===== src/rtl/sm3_pkg.sv =====
// SM3 padding front-end: shared constants, state encoding
// and strobe decoding helpers.
package sm3_pkg;

  localparam int SM3_BLK_W = 512;
  localparam int SM3_WORDS = 16;
  localparam int SM3_LEN_W = 64;
  localparam logic [7:0] SM3_PAD_BYTE = 8'h80;

  typedef enum logic [1:0] {
    COLLECT,
    EMIT,
    TAIL
  } sm3_state_e;

  typedef struct packed {
    logic       ok;
    logic [2:0] cnt;
  } strb_info_t;

  // Illegal patterns decode as a full beat.
  function automatic strb_info_t strb_to_count(
    input logic [3:0] strb
  );
    strb_info_t r;
    r.ok  = 1'b1;
    r.cnt = 3'd4;
    case (strb)
      4'b0000: r.cnt = 3'd0;
      4'b1000: r.cnt = 3'd1;
      4'b1100: r.cnt = 3'd2;
      4'b1110: r.cnt = 3'd3;
      4'b1111: r.cnt = 3'd4;
      default: r.ok  = 1'b0;
    endcase
    return r;
  endfunction

endpackage


===== src/rtl/sm3_pad_word.sv =====
// Masks invalid byte lanes of a beat and drops the 0x80
// marker into the first free lane when asked.
module sm3_pad_word
  import sm3_pkg::*;
(
  input  logic [31:0] data,
  input  logic [3:0]  strb,
  input  logic        pad,
  output logic [31:0] word
);

  strb_info_t info;

  assign info = strb_to_count(strb);

  always_comb begin
    word = '0;
    for (int i = 0; i < 4; i++) begin
      if (strb[3-i])
        word[31-8*i -: 8] = data[31-8*i -: 8];
      else if (pad && info.cnt == 3'(i))
        word[31-8*i -: 8] = SM3_PAD_BYTE;
    end
  end

endmodule


===== src/rtl/sm3_pad_axis.sv =====
// SM3 message padder: 32-bit AXI-Stream bytes in,
// padded 512-bit blocks with first/last flags out.
module sm3_pad_axis
  import sm3_pkg::*;
#(
  parameter int DATAWIDTH = 32,
  parameter int BLKWIDTH  = 512
) (
  input  logic                 clk,
  input  logic                 rstn,
  input  logic [DATAWIDTH-1:0] S_AXIS_TDATA,
  input  logic [3:0]           S_AXIS_TSTRB,
  input  logic                 S_AXIS_TLAST,
  input  logic                 S_AXIS_TVALID,
  output logic                 S_AXIS_TREADY,
  output logic [BLKWIDTH-1:0]  blk_data,
  output logic                 blk_valid,
  input  logic                 blk_ready,
  output logic                 blk_first,
  output logic                 blk_last,
  output logic                 err_strb
);

  sm3_state_e state_q, state_d;

  logic [31:0]          blk_q [SM3_WORDS];
  logic [3:0]           idx_q;
  logic [SM3_LEN_W-1:0] len_q;
  logic [SM3_LEN_W-1:0] len_nx;
  logic                 first_q;
  logic                 last_q;
  logic                 tail_q;
  logic                 pad_q;
  logic                 tready_q;
  logic                 err_q;

  strb_info_t  info;
  logic        beat;
  logic        bad_strb;
  logic [2:0]  cnt;
  logic [3:0]  strb_n;
  logic [6:0]  total;
  logic [31:0] pw_word;

  assign info = strb_to_count(S_AXIS_TSTRB);
  assign beat = S_AXIS_TVALID && tready_q;

  always_comb begin
    cnt      = 3'd4;
    strb_n   = 4'hf;
    bad_strb = 1'b0;
    if (S_AXIS_TLAST) begin
      bad_strb = !info.ok;
      if (info.ok) begin
        cnt    = info.cnt;
        strb_n = S_AXIS_TSTRB;
      end
    end else begin
      bad_strb = (S_AXIS_TSTRB != 4'hf);
    end
  end

  assign total  = {1'b0, idx_q, 2'b00} + {4'd0, cnt};
  assign len_nx = len_q + {58'd0, cnt, 3'd0};

  sm3_pad_word u_pad_word (
    .data (S_AXIS_TDATA),
    .strb (strb_n),
    .pad  (S_AXIS_TLAST),
    .word (pw_word)
  );

  always_ff @(posedge clk or negedge rstn) begin
    if (!rstn) state_q <= COLLECT;
    else       state_q <= state_d;
  end

  always_comb begin
    state_d = state_q;
    unique case (state_q)
      COLLECT: begin
        if (beat && (S_AXIS_TLAST || idx_q == 4'd15))
          state_d = EMIT;
      end
      EMIT: begin
        if (blk_ready) begin
          if (last_q)      state_d = COLLECT;
          else if (tail_q) state_d = TAIL;
          else             state_d = COLLECT;
        end
      end
      TAIL:    state_d = EMIT;
      default: state_d = COLLECT;
    endcase
  end

  always_ff @(posedge clk or negedge rstn) begin
    if (!rstn) begin
      for (int i = 0; i < SM3_WORDS; i++)
        blk_q[i] <= '0;
      idx_q    <= '0;
      len_q    <= '0;
      first_q  <= 1'b1;
      last_q   <= 1'b0;
      tail_q   <= 1'b0;
      pad_q    <= 1'b0;
      tready_q <= 1'b0;
      err_q    <= 1'b0;
    end else begin
      tready_q <= (state_d == COLLECT);
      err_q    <= beat && bad_strb;
      unique case (state_q)
        COLLECT: begin
          if (beat) begin
            len_q        <= len_nx;
            blk_q[idx_q] <= pw_word;
            idx_q        <= idx_q + 4'd1;
            last_q       <= 1'b0;
            tail_q       <= 1'b0;
            if (S_AXIS_TLAST) begin
              idx_q <= '0;
              // A full last beat pushes the marker into the next word.
              if (cnt == 3'd4 && idx_q != 4'd15)
                blk_q[idx_q + 4'd1] <= {SM3_PAD_BYTE, 24'd0};
              if (total <= 7'd55) begin
                blk_q[14] <= len_nx[63:32];
                blk_q[15] <= len_nx[31:0];
                last_q    <= 1'b1;
              end else begin
                tail_q <= 1'b1;
                pad_q  <= (total > 7'd63);
              end
            end
          end
        end
        EMIT: begin
          if (blk_ready) begin
            for (int i = 0; i < SM3_WORDS; i++)
              blk_q[i] <= '0;
            first_q <= 1'b0;
            if (last_q) begin
              first_q <= 1'b1;
              len_q   <= '0;
            end
          end
        end
        TAIL: begin
          blk_q[0]  <= pad_q ? {SM3_PAD_BYTE, 24'd0} : 32'd0;
          blk_q[14] <= len_q[63:32];
          blk_q[15] <= len_q[31:0];
          last_q    <= 1'b1;
          tail_q    <= 1'b0;
          pad_q     <= 1'b0;
        end
        default: ;
      endcase
    end
  end

  always_comb begin
    blk_data = '0;
    for (int i = 0; i < SM3_WORDS; i++)
      blk_data[BLKWIDTH-1-32*i -: 32] = blk_q[i];
  end

  assign blk_valid     = (state_q == EMIT);
  assign blk_first     = blk_valid && first_q;
  assign blk_last      = blk_valid && last_q;
  assign S_AXIS_TREADY = tready_q;
  assign err_strb      = err_q;

endmodule


===== config.mk =====
export PLATFORM = sky130hd
export DESIGN_NAME = sm3_pad_axis
export DESIGN_NICKNAME = d
export VERILOG_FILES = /design/src/rtl/sm3_pkg.sv /design/src/rtl/sm3_pad_word.sv /design/src/rtl/sm3_pad_axis.sv
export SDC_FILE = /design/constraint.sdc
export NUM_CORES = 1
export LEC_CHECK = 0
export ABC_AREA = 1
export BUFFER_PORTS_ARGS = -buffer_cell sky130_fd_sc_hd__buf_4
export CAP_MARGIN = 20
export CORE_UTILIZATION = 55
export CTS_BUF_LIST = sky130_fd_sc_hd__clkbuf_16
export CTS_CLUSTER_DIAMETER = 200
export DETAILED_ROUTE_END_ITERATION = 10
export PLACE_DENSITY = 0.8
export SETUP_SLACK_MARGIN = 0.02
export SYNTH_ARGS = -nofsm -noshare
export SYNTH_HDL_FRONTEND = slang
export SYNTH_SLANG_ARGS = --single-unit
export TNS_END_PERCENT = 50

===== constraint.sdc =====
create_clock -name clk -period 2.98 [get_ports clk]
set_input_delay 0.149 -clock clk [delete_from_list [all_inputs] [get_ports clk]]
set_output_delay 0.149 -clock clk [all_outputs]
set_load 0.005 [all_outputs]

Word level (Yosys, flattened, before mapping)
Index checks and enable logic that the tools add are counted.
{ "classes": {"n_addsub": 3, "order_cmp": 6, "eq_ne": 21, "muxes": 53, "bitwise": 5, "n_reduce_logical": 30} }
{ "ops": {"columns": ["operator", "n"], "rows": [
  ["$mux W512", 4],
  ["$pmux W416 S2", 1],
  ["$bwmux W512", 1],
  ["$and A496 B496 Y496", 1],
  ["$not A496 Y496", 1],
  ["$demux W32 S4", 2],
  ["$mux W64", 4],
  ["$pmux W64 S3", 1],
  ["$pmux W64 S2", 1],
  ["$mux W32", 3],
  ["$pmux W32 S3", 1],
  ["$add A64 B6 Y64", 1],
  ["$mux W8", 8],
  ["$eq A4 B4 Y1 const B", 8],
  ["$pmux W3 S4", 2],
  ["$or A16 B16 Y16", 1],
  ["$logic_and A1 B1 Y1", 12],
  ["$mux W1", 12],
  ["$mux W4", 3],
  ["$ge A5 B5 Y1 const B", 2],
  ["$lt A5 B1 Y1 const B", 2],
  ["$not A4 Y5", 2],
  ["$logic_not A4 Y1", 2],
  ["$mux W2", 4],
  ["25 further kinds", 39]
]} }
{ "totals": {"register_bits": 588, "out_inout_bits": 517} }

Longest topological paths before layout
Gate-level depths: netlist of the first run.
{ "depth": {"ltp_word": 18, "ltp_mapped": 22} }

Cells and area by module
From an unflattened synthesis of the first run, not the netlist that was laid out.
{ "unflattened": {"hier_cells": 3534, "hier_area_um2": 28553.6} }
{ "by_module_without_submodules": {"columns": ["mod", "instances", "cells_each", "area_per_inst_um2"], "rows": [
  ["sm3_pad_axis", 1, 3454, 28207.1],
  ["sm3_pad_word", 1, 80, 346.6]
]} }

Worst setup path before layout of the first run
OpenSTA, ideal clock, no wires.
{ "synth_path": {"kind": "in2reg", "startpoint": "input port S_AXIS_TLAST", "endpoint": "register blk_q, in the netlist blk_data[35]", "setup_ns": 0.117, "arrival_time_ns": 2.541, "t_required_ns": 2.863, "path_slack_ns": 0.322, "stages": 19, "path_buffers": 1, "cell_sequence": "buf_2 inv_2 nor2_2 nand2_1 inv_1 nand2_1 nand2_1 ha_1 fa_1 nand2_1 a21oi_1 nand2_1 nor2_1 nand2_1 xor2_1 nand2_1 nand2_1 nand2_1 nand2_1"} }
{ "synth_via": {"elab_chain_cells": 9, "elab_cells_between_ends": 15} }
{ "synth_rtl": {"columns": ["element", "line_no", "text"], "rows": [
  ["from (decl)", "sm3_pad_axis.sv:13", "input logic S_AXIS_TLAST,"],
  ["branches (longest 6 deep; another with $add A6 B3 Y7)", null, null],
  ["$mux W512 *", "sm3_pad_axis.sv:120", "if (S_AXIS_TLAST) begin"],
  ["$mux W512 *", "sm3_pad_axis.sv:114", "if (beat) begin"],
  ["$pmux W64 S3 *", "sm3_pad_axis.sv:112", "unique case (state_q)"],
  ["to (signal, indexed assignment)", "sm3_pad_axis.sv:116", "blk_q[idx_q] <= pw_word;"],
  ["to (signal, indexed assignment)", "sm3_pad_axis.sv:124", "blk_q[idx_q + 4'd1] <= {SM3_PAD_BYTE, 24'd0};"],
  ["to (decl)", "sm3_pad_axis.sv:26", "logic [31:0] blk_q [SM3_WORDS];"]
]} }
Every way passes the cells marked *. The select of a mux whose other input is x is not followed.
A chain may end at the register's enable or synchronous reset.

Worst setup path after layout of the first run
{ "layout_path": {"startpoint": "register state_q[1]", "endpoint": "register blk_q, in the netlist blk_data[101]"} }
{ "layout_via": {"elab_chain_cells": 3, "elab_cells_between_ends": 7} }
{ "layout_rtl": {"columns": ["element", "line_no", "text"], "rows": [
  ["from (decl)", "sm3_pad_axis.sv:24", "sm3_state_e state_q, state_d;"],
  ["from (signal assigned)", "sm3_pad_axis.sv:75", "else state_q <= state_d;"],
  ["$eq A2 B1 Y1 / $logic_not A2 Y1 (equally long branches)", "sm3_pad_axis.sv:112", null],
  ["$ne A2 B1 Y1 (no source line) (tied with other cells)", null, null],
  ["$reduce_and A3 Y1 (no source line)", null, null]
]} }
Several ways; a longest one is shown, not always the timed one.

==> out/results.tsv, run 1 <==
metric	value	unit
leakage power	17.6	nW
cells along the critical path	inv_1 > ha_1 > inv_4 > or2_4 > nand2_4 > inv_2 > buf_4 > nand2_1 > buf_4 > inv_2 > buf_12 > nand2_1 > o21ai_0 > nor2_1	
peak supply drop	713	uV
Std-Cell Rows	83	
Nets	4283	
DRT Wirelength	121000	microns
Worst EP required	3.48	ns
Final setup viols	0	
DP HPWL	84400	microns
pwr dens	1010	nW/um^2
Distinct cells, synth	48	
cell area after synthesis	28700	sq um
core area	51400	sq um
wire length per cell	24.4	microns
initial antenna violation count	5	
# clock sinks	585	
ys async rst share	100	%
die area	53000	sq um
Cells after Synth	3692	
Clock Skews	0.0229	ns
DRC	0	
CTS tree	built	
Die Wd	230	microns
Worst R2R Path Depth	14	
clock buffer depth	3	
Final Critical Period	2.79	ns
HP Start	S_AXIS_TDATA[4]	
HP Class	primary input to flop	
hold slack	0.0365	ns
H-tree depth	2	
layout cells sized above 1	19.8	%
CP max stage cell	dfrtp_1	
Synth Register Bits	585	
slew at the pin with the worst max-slew slack	0.925	ns
Primary FF master, synth	dfrtp_1	
Reg2Reg Setup Slack	0.19	ns
YS warnings	0	
RD Place Congestion	1.05	
die height	230	microns
clock latency on the worst-skew pair	0.65	ns
run status	completed	
Detailed Route Iter0 Violations	3630	
GR Util met3	13.2	%
worst-path fanout max	43	
met1 usage	54.7	%
critical path class	flop to flop	
gr usage total	45.6	%
worst r2r src	state_q[1]	
crit end category	flop	
Mean Syn Cell Area	7.77	sq um
final worst path period share	93.7	%
Initial Util	55.8	%
pin count of the biggest net entering global routing	95	
max frequency	0.358	GHz
critical path launch point type	flop	
vias	29400	
number of global-route vias before repair	28500	
Area Overhead vs Synth	27.1	%
M2 GR Usage	69.8	%
ANT nets after route	0	
Hold EP	blk_data[356]	
Max Cap Viol	0	
RSZ-0062 raised after global routing	yes	
Worst path max stage delay	0.40	ns
Fin. Hold Viols	0	
Slew Limit Fails	0	
DRT Pass-1 Iters	6	
IO Count	558	
Num CTS Buffers	61	
CTS clk-pin slew, worst paths	0.06	ns
Seq/Total Area, Yosys	51.1	%
post-route setup slack	0.189	ns
worst hold stages	6	
grt peak-use layer	met2	
Setup WS pre-CTS	0.193	ns
grt ovf	0	
Post-Syn Nets	3750	
vias per cell	5.92	
CTS Root Cell	clkbuf_16	
EDFF count, synth	0	
crit path DAT	3.29	ns
first-pass GRT wire length	181000	microns
post-route setup TNS	0	ns
crit path launch	state_q[1]	
port buffer count	557	
FF-to-FF End	blk_data[101]	
Worst slew margin	38.2	%
[cells in the mapped netlist (10+ instances only)]
master	instances	area, sq um
a21oi_1	81	405
buf_1	11	41.3
buf_2	87	435
buf_4	25	188
clkbuf_1	108	405
dfrtp_1	584	14600
ha_1	16	200
inv_1	194	728
inv_2	13	48.8
nand2_1	1032	3870
nand3_1	116	581
nand4_1	40	250
nor2_1	527	1980
nor2_2	10	62.6
o2111ai_1	11	96.3
o211ai_1	21	158
o21ai_0	600	3000
o21ai_1	46	230
o21bai_1	28	210
o22ai_1	44	275
o31ai_1	13	97.6
xor2_1	23	201
[power breakdown]
| group | switching, mW | internal, mW | total (mW) |
|---|---|---|---|
| Sequential | 2.49 | 10.9 | 13.4 |
| Clock | 3.49 | 5.09 | 8.57 |
| Combinational | 8.81 | 6.18 | 15.0 |
| Total | 14.8 | 22.2 | 36.9 |
[layer usage]
layer / part of all wire [%] / routed length, microns
met4: 8.6 / 10400
met2: 45 / 53900
met1: 35 / 42500
met3: 12 / 14100
met5: 0.034 / 41
[critical path: cells and delay by family, from the launching register on]
family                   cells  cell delay, ns
flip-flops                   1            0.40
buffers and inverters        7            1.27
AND/OR/NAND/NOR              5            0.63
adder cells (fa/ha/maj)      1            0.23
AO/OA/AOI/OAI                1            0.09
[cell type report]
type,count,area (sq um)
repair buffers,706,5700
clock inverters,53,679
multi-input cells,2663,12200
inverters,208,783
well taps,680,851
fillers,4042,15000
flip-flops and latches,585,14600
clock buffers,62,1550
diodes,3,7.51
[flip-flops by register name, summed over array words and instances, names as in the netlist]
signal	count
blk_data	512
len_q	61
idx_q	4
state_q	2
S_AXIS_TREADY	1
err_strb	1
first_q	1
last_q	1
pad_q	1
tail_q	1
[through the flow]
step	instances	cell area [sq um]	utilization, %	total power, mW
floorplan	3692	28700	-	19.7
global placement	4816	33900	66.0	27.5
detailed placement	4816	33900	66.0	27.9
CTS	4957	36400	70.9	36.6
global route	4959	36400	70.9	38.7
finish	4960	36400	70.9	36.9
[how the worst max path moves through the flow]
stage               endpoint  slack (ns)  cells after the start
6_report       blk_data[101]        0.19                     14
5_1_grt         blk_data[51]        0.01                     21
4_1_cts        blk_data[100]        0.25                     14
3_5_place_dp    blk_data[34]        0.19                     18
3_3_place_gp    blk_data[34]        0.28                     18
2_1_floorplan   blk_data[35]        0.32                     19
[cell families (layout without fill, tap and decap cells)]
kind of cell	Yosys count	count (layout)	synth area share [%]
adder cells (fa/ha/maj)	17	17	0.768
AO/OA/AOI/OAI	858	858	16.1
multiplexers	2	2	0.0698
XOR/XNOR	24	24	0.733
flip-flops	585	585	51.1
buffers and inverters	444	1029	6.66
AND/OR/NAND/NOR	1762	1762	24.6
other	0	3	0
[cells in the final DEF (no fill, tap or decap), types with 13 or more instances in the layout]
master,n
nand2_1,1032
buf_4,653
o21ai_0,600
dfrtp_1,584
nor2_1,512
inv_1,201
nand3_1,116
a21oi_1,80
clkbuf_16,62
o21ai_1,46
o22ai_1,44
nand4_1,40
o21bai_1,28
dlygate4sd3_1,26
buf_12,26
xor2_1,23
o211ai_1,21
nor2_4,18
ha_1,16
bufinv_16,15
inv_2,13
nor2_2,13
o31ai_1,13
clkinv_1,13
[timing repair]
item	in CTS	in global routing
buffers inserted	0	0
endpoints found under the hold margin	440	0
setup endpoints to repair	0	5
hold buffers	26	0
gates resized for setup	0	1
Power figures use the tool's default switching activity.
==> run 2: changes to the inputs <==
--- a/config.mk
+++ b/config.mk
@@ -5,7 +5,6 @@
 export SDC_FILE = /design/constraint.sdc
 export NUM_CORES = 1
 export LEC_CHECK = 0
-export ABC_AREA = 1
 export BUFFER_PORTS_ARGS = -buffer_cell sky130_fd_sc_hd__buf_4
 export CAP_MARGIN = 20
 export CORE_UTILIZATION = 55
==> out/results.tsv, run 2 <==
metric	value	unit
run status	completed	
# clock sinks	585	
vias	27600	
peak supply drop	653	uV
Post-synth top cells	nor2_1 (717), dfrtp_1 (584), a21oi_1 (469)	
max frequency	0.349	GHz
number of global-route vias before repair	26200	
switching share of power	38.3	%
critical path class	primary input to flop	
Worst slew margin	40.1	%
DRC	0	
clock latency on the worst-skew pair	0.66	ns
initial antenna violation count	6	
cell area after synthesis	27200	sq um
worst-path fanout max	5	
worst r2r src	state_q[1]	
Final Critical Period	2.86	ns
ys async rst share	100	%
DP HPWL	78600	microns
layout cells sized above 1	24.3	%
register share of total power	38.1	%
H-tree depth	2	
placed cells	4298	
Max Cap Viol	0	
first-pass GRT wire length	164000	microns
final worst path period share	96.1	%
share of the synthesized area in the top cell type	53.7	%
crit path DAT	3.39	ns
Clock Skews	0.0359	ns
EDFF count, synth	0	
Initial Util	55.7	%
die area	50400	sq um
RD Place Congestion	0.994	
internal power	19.4	mW
YS warnings	0	
slew at the pin with the worst max-slew slack	0.896	ns
RSZ-0062 raised after global routing	yes	
critical path launch point type	primary input	
Area Overhead vs Synth	29.4	%
crit path launch	S_AXIS_TLAST	
Cells after Synth	3135	
Final setup viols	0	
pin count of the biggest net entering global routing	112	
Mean Syn Cell Area	8.68	sq um
CTS Root Cell	clkbuf_16	
Std-Cell Rows	81	
Clock power frac	23.0	%
HP Start	S_AXIS_TDATA[30]	
gr usage total	43.5	%
core area	48800	sq um
P_sw	12.0	mW
most frequent cells in the layout	buf_4 (737), nor2_1 (713), dfrtp_1 (583), a21oi_1 (462), nand2_1 (304)	
Nets	3766	
Fin. Hold Viols	0	
Synth Register Bits	585	
commonest non-fill, non-tap cell in the layout	buf_4	
Distinct cells, synth	81	
IO Count	558	
Post-Syn Nets	3193	
HP Class	primary input to flop	
Num CTS Buffers	60	
Synth area leaders	dfrtp_1 (54%), nor2_1 (9.9%), a21oi_1 (8.6%)	
Primary FF master, synth	dfrtp_1	
wire length per cell	25.2	microns
Worst EP required	3.51	ns
vias per cell	6.25	
DRT Wirelength	111000	microns
area leader, netlist	dfrtp_1	
CTS clk-pin slew, worst paths	0.06	ns
clock buffer depth	3	
Final Non-Filler Cells	4421	
Slew Limit Fails	0	
grt ovf	0	
leakage power	17.6	nW
ANT nets after route	0	
Reg2Reg Setup Slack	0.18	ns
Logic pwr share	38.9	%
pwr dens	892	nW/um^2
top-count cell post-synth	nor2_1	
crit end category	flop	
CTS tree	built	
Final Power	31.4	mW
max reg flops	512	
die height	224	microns
DRT Pass-1 Iters	6	
Detailed Route Iter0 Violations	3554	
Die Wd	224	microns
Seq/Total Area, Yosys	53.8	%
port buffer count	557	
[run 2: changes by cell type in the layout (fill, tap and decap cells not counted), moves of 27 or more]
| cell | delta |
|---|---|
| nand2_1 | -728 |
| and3_1 | +29 |
| xnor2_1 | +27 |
| o2bb2ai_1 | +34 |
| o21ai_0 | -411 |
| nor2_1 | +201 |
| a21oi_1 | +382 |
| a22o_1 | +30 |
| nand3_1 | -67 |
| o21ai_1 | -43 |
| inv_1 | -149 |
| buf_4 | +84 |
| o21bai_1 | -28 |
[run 2: power by group through the flow]
| stage | clock (mW) | combinational [mW] | sequential [mW] |
|---|---|---|---|
| 2_1_floorplan | 0 | 5.11 | 11.7 |
| 3_3_place_gp | 0 | 11.6 | 11.9 |
| 3_5_place_dp | 0 | 11.9 | 12.0 |
| 4_1_cts | 7.21 | 12.0 | 11.9 |
| 5_1_grt | 7.55 | 13.1 | 12.1 |
| 6_report | 7.23 | 12.2 | 12.0 |
[run 2: routing by layer]
| layer | up-vias | part of all wire (%) | GRT usage, % |
|---|---|---|---|
| met2 | 2011 | 45 | 65.6 |
| met3 | 414 | 13 | 12.4 |
| met5 | - | 0.015 | 0 |
| li1 | 11800 | - | - |
| met1 | 13400 | 36 | 55.7 |
| met4 | 2 | 6.7 | 26.1 |
[run 2: final timing paths]
kind,depth (start not counted),to
worst max-delay path,13,blk_data[17]
worst min-delay path,4,blk_data[126]
worst max register to register,9,blk_data[116]
worst min register to register,2,blk_data[362]
max in group asynchronous,4,blk_data[473]
min in group asynchronous,2,blk_data[52]
[run 2: metrics by stage]
stage / util (%) / cell area (sq um) / hold slack [ns] / setup slack, ns / TNS (ns)
2_1_floorplan: - / 27300 / -0.147 / 0.0286 / 0
3_3_place_gp: 68.0 / 33200 / 0.0934 / -0.0572 / -0.0691
3_5_place_dp: 68.1 / 33200 / 0.0922 / -0.172 / -1.20
4_1_cts: 72.0 / 35200 / 0.000697 / 0.0632 / 0
5_1_grt: 72.1 / 35200 / 0.0231 / 0.00365 / 0
6_report: 72.1 / 35200 / 0.0288 / 0.116 / 0
[run 2: kinds of logic (layout without fill, tap and decap cells)]
logic type               Yosys count  after routing  share of synthesized area (%)
adder cells (fa/ha/maj)           17             17                          0.809
multiplexers                       6              6                          0.221
other                              0              3                              0
AO/OA/AOI/OAI                    891            891                           19.1
AND/OR/NAND/NOR                 1283           1283                           20.2
flip-flops                       585            585                           53.8
buffers and inverters            304            923                           4.31
XOR/XNOR                          49             49                           1.58
[run 2: repair_timing]
| item | 4_1_cts | 5_1_grt |
|---|---|---|
| endpoints found under the setup margin | 0 | 9 |
| endpoints found under the hold margin | 513 | 0 |
| buffers inserted | 0 | 0 |
| hold buffers | 9 | 0 |
| gates resized for setup | 0 | 4 |
[run 2: area by class of cell]
cell class,instances,area [sq um]
antenna,3,7.51
clock buffer,60,1500
clock inverter,48,327
fill,3640,13600
inverter,40,150
multi-input combinational,2246,11600
sequential,585,14600
tap,664,831
timing repair buffer,775,6160
[run 2: worst max-delay path: stages]
cell and delay [ns]:
dlygate4sd3_1 0.53, buf_4 0.12, nand2b_4 0.06, nor4_1 0.35, ha_1 0.30, fa_1 0.23
a21o_1 0.21, nand4_1 0.23, buf_4 0.23, nor3_1 0.38, xnor2_1 0.17, o22ai_1 0.10
a221o_1 0.33
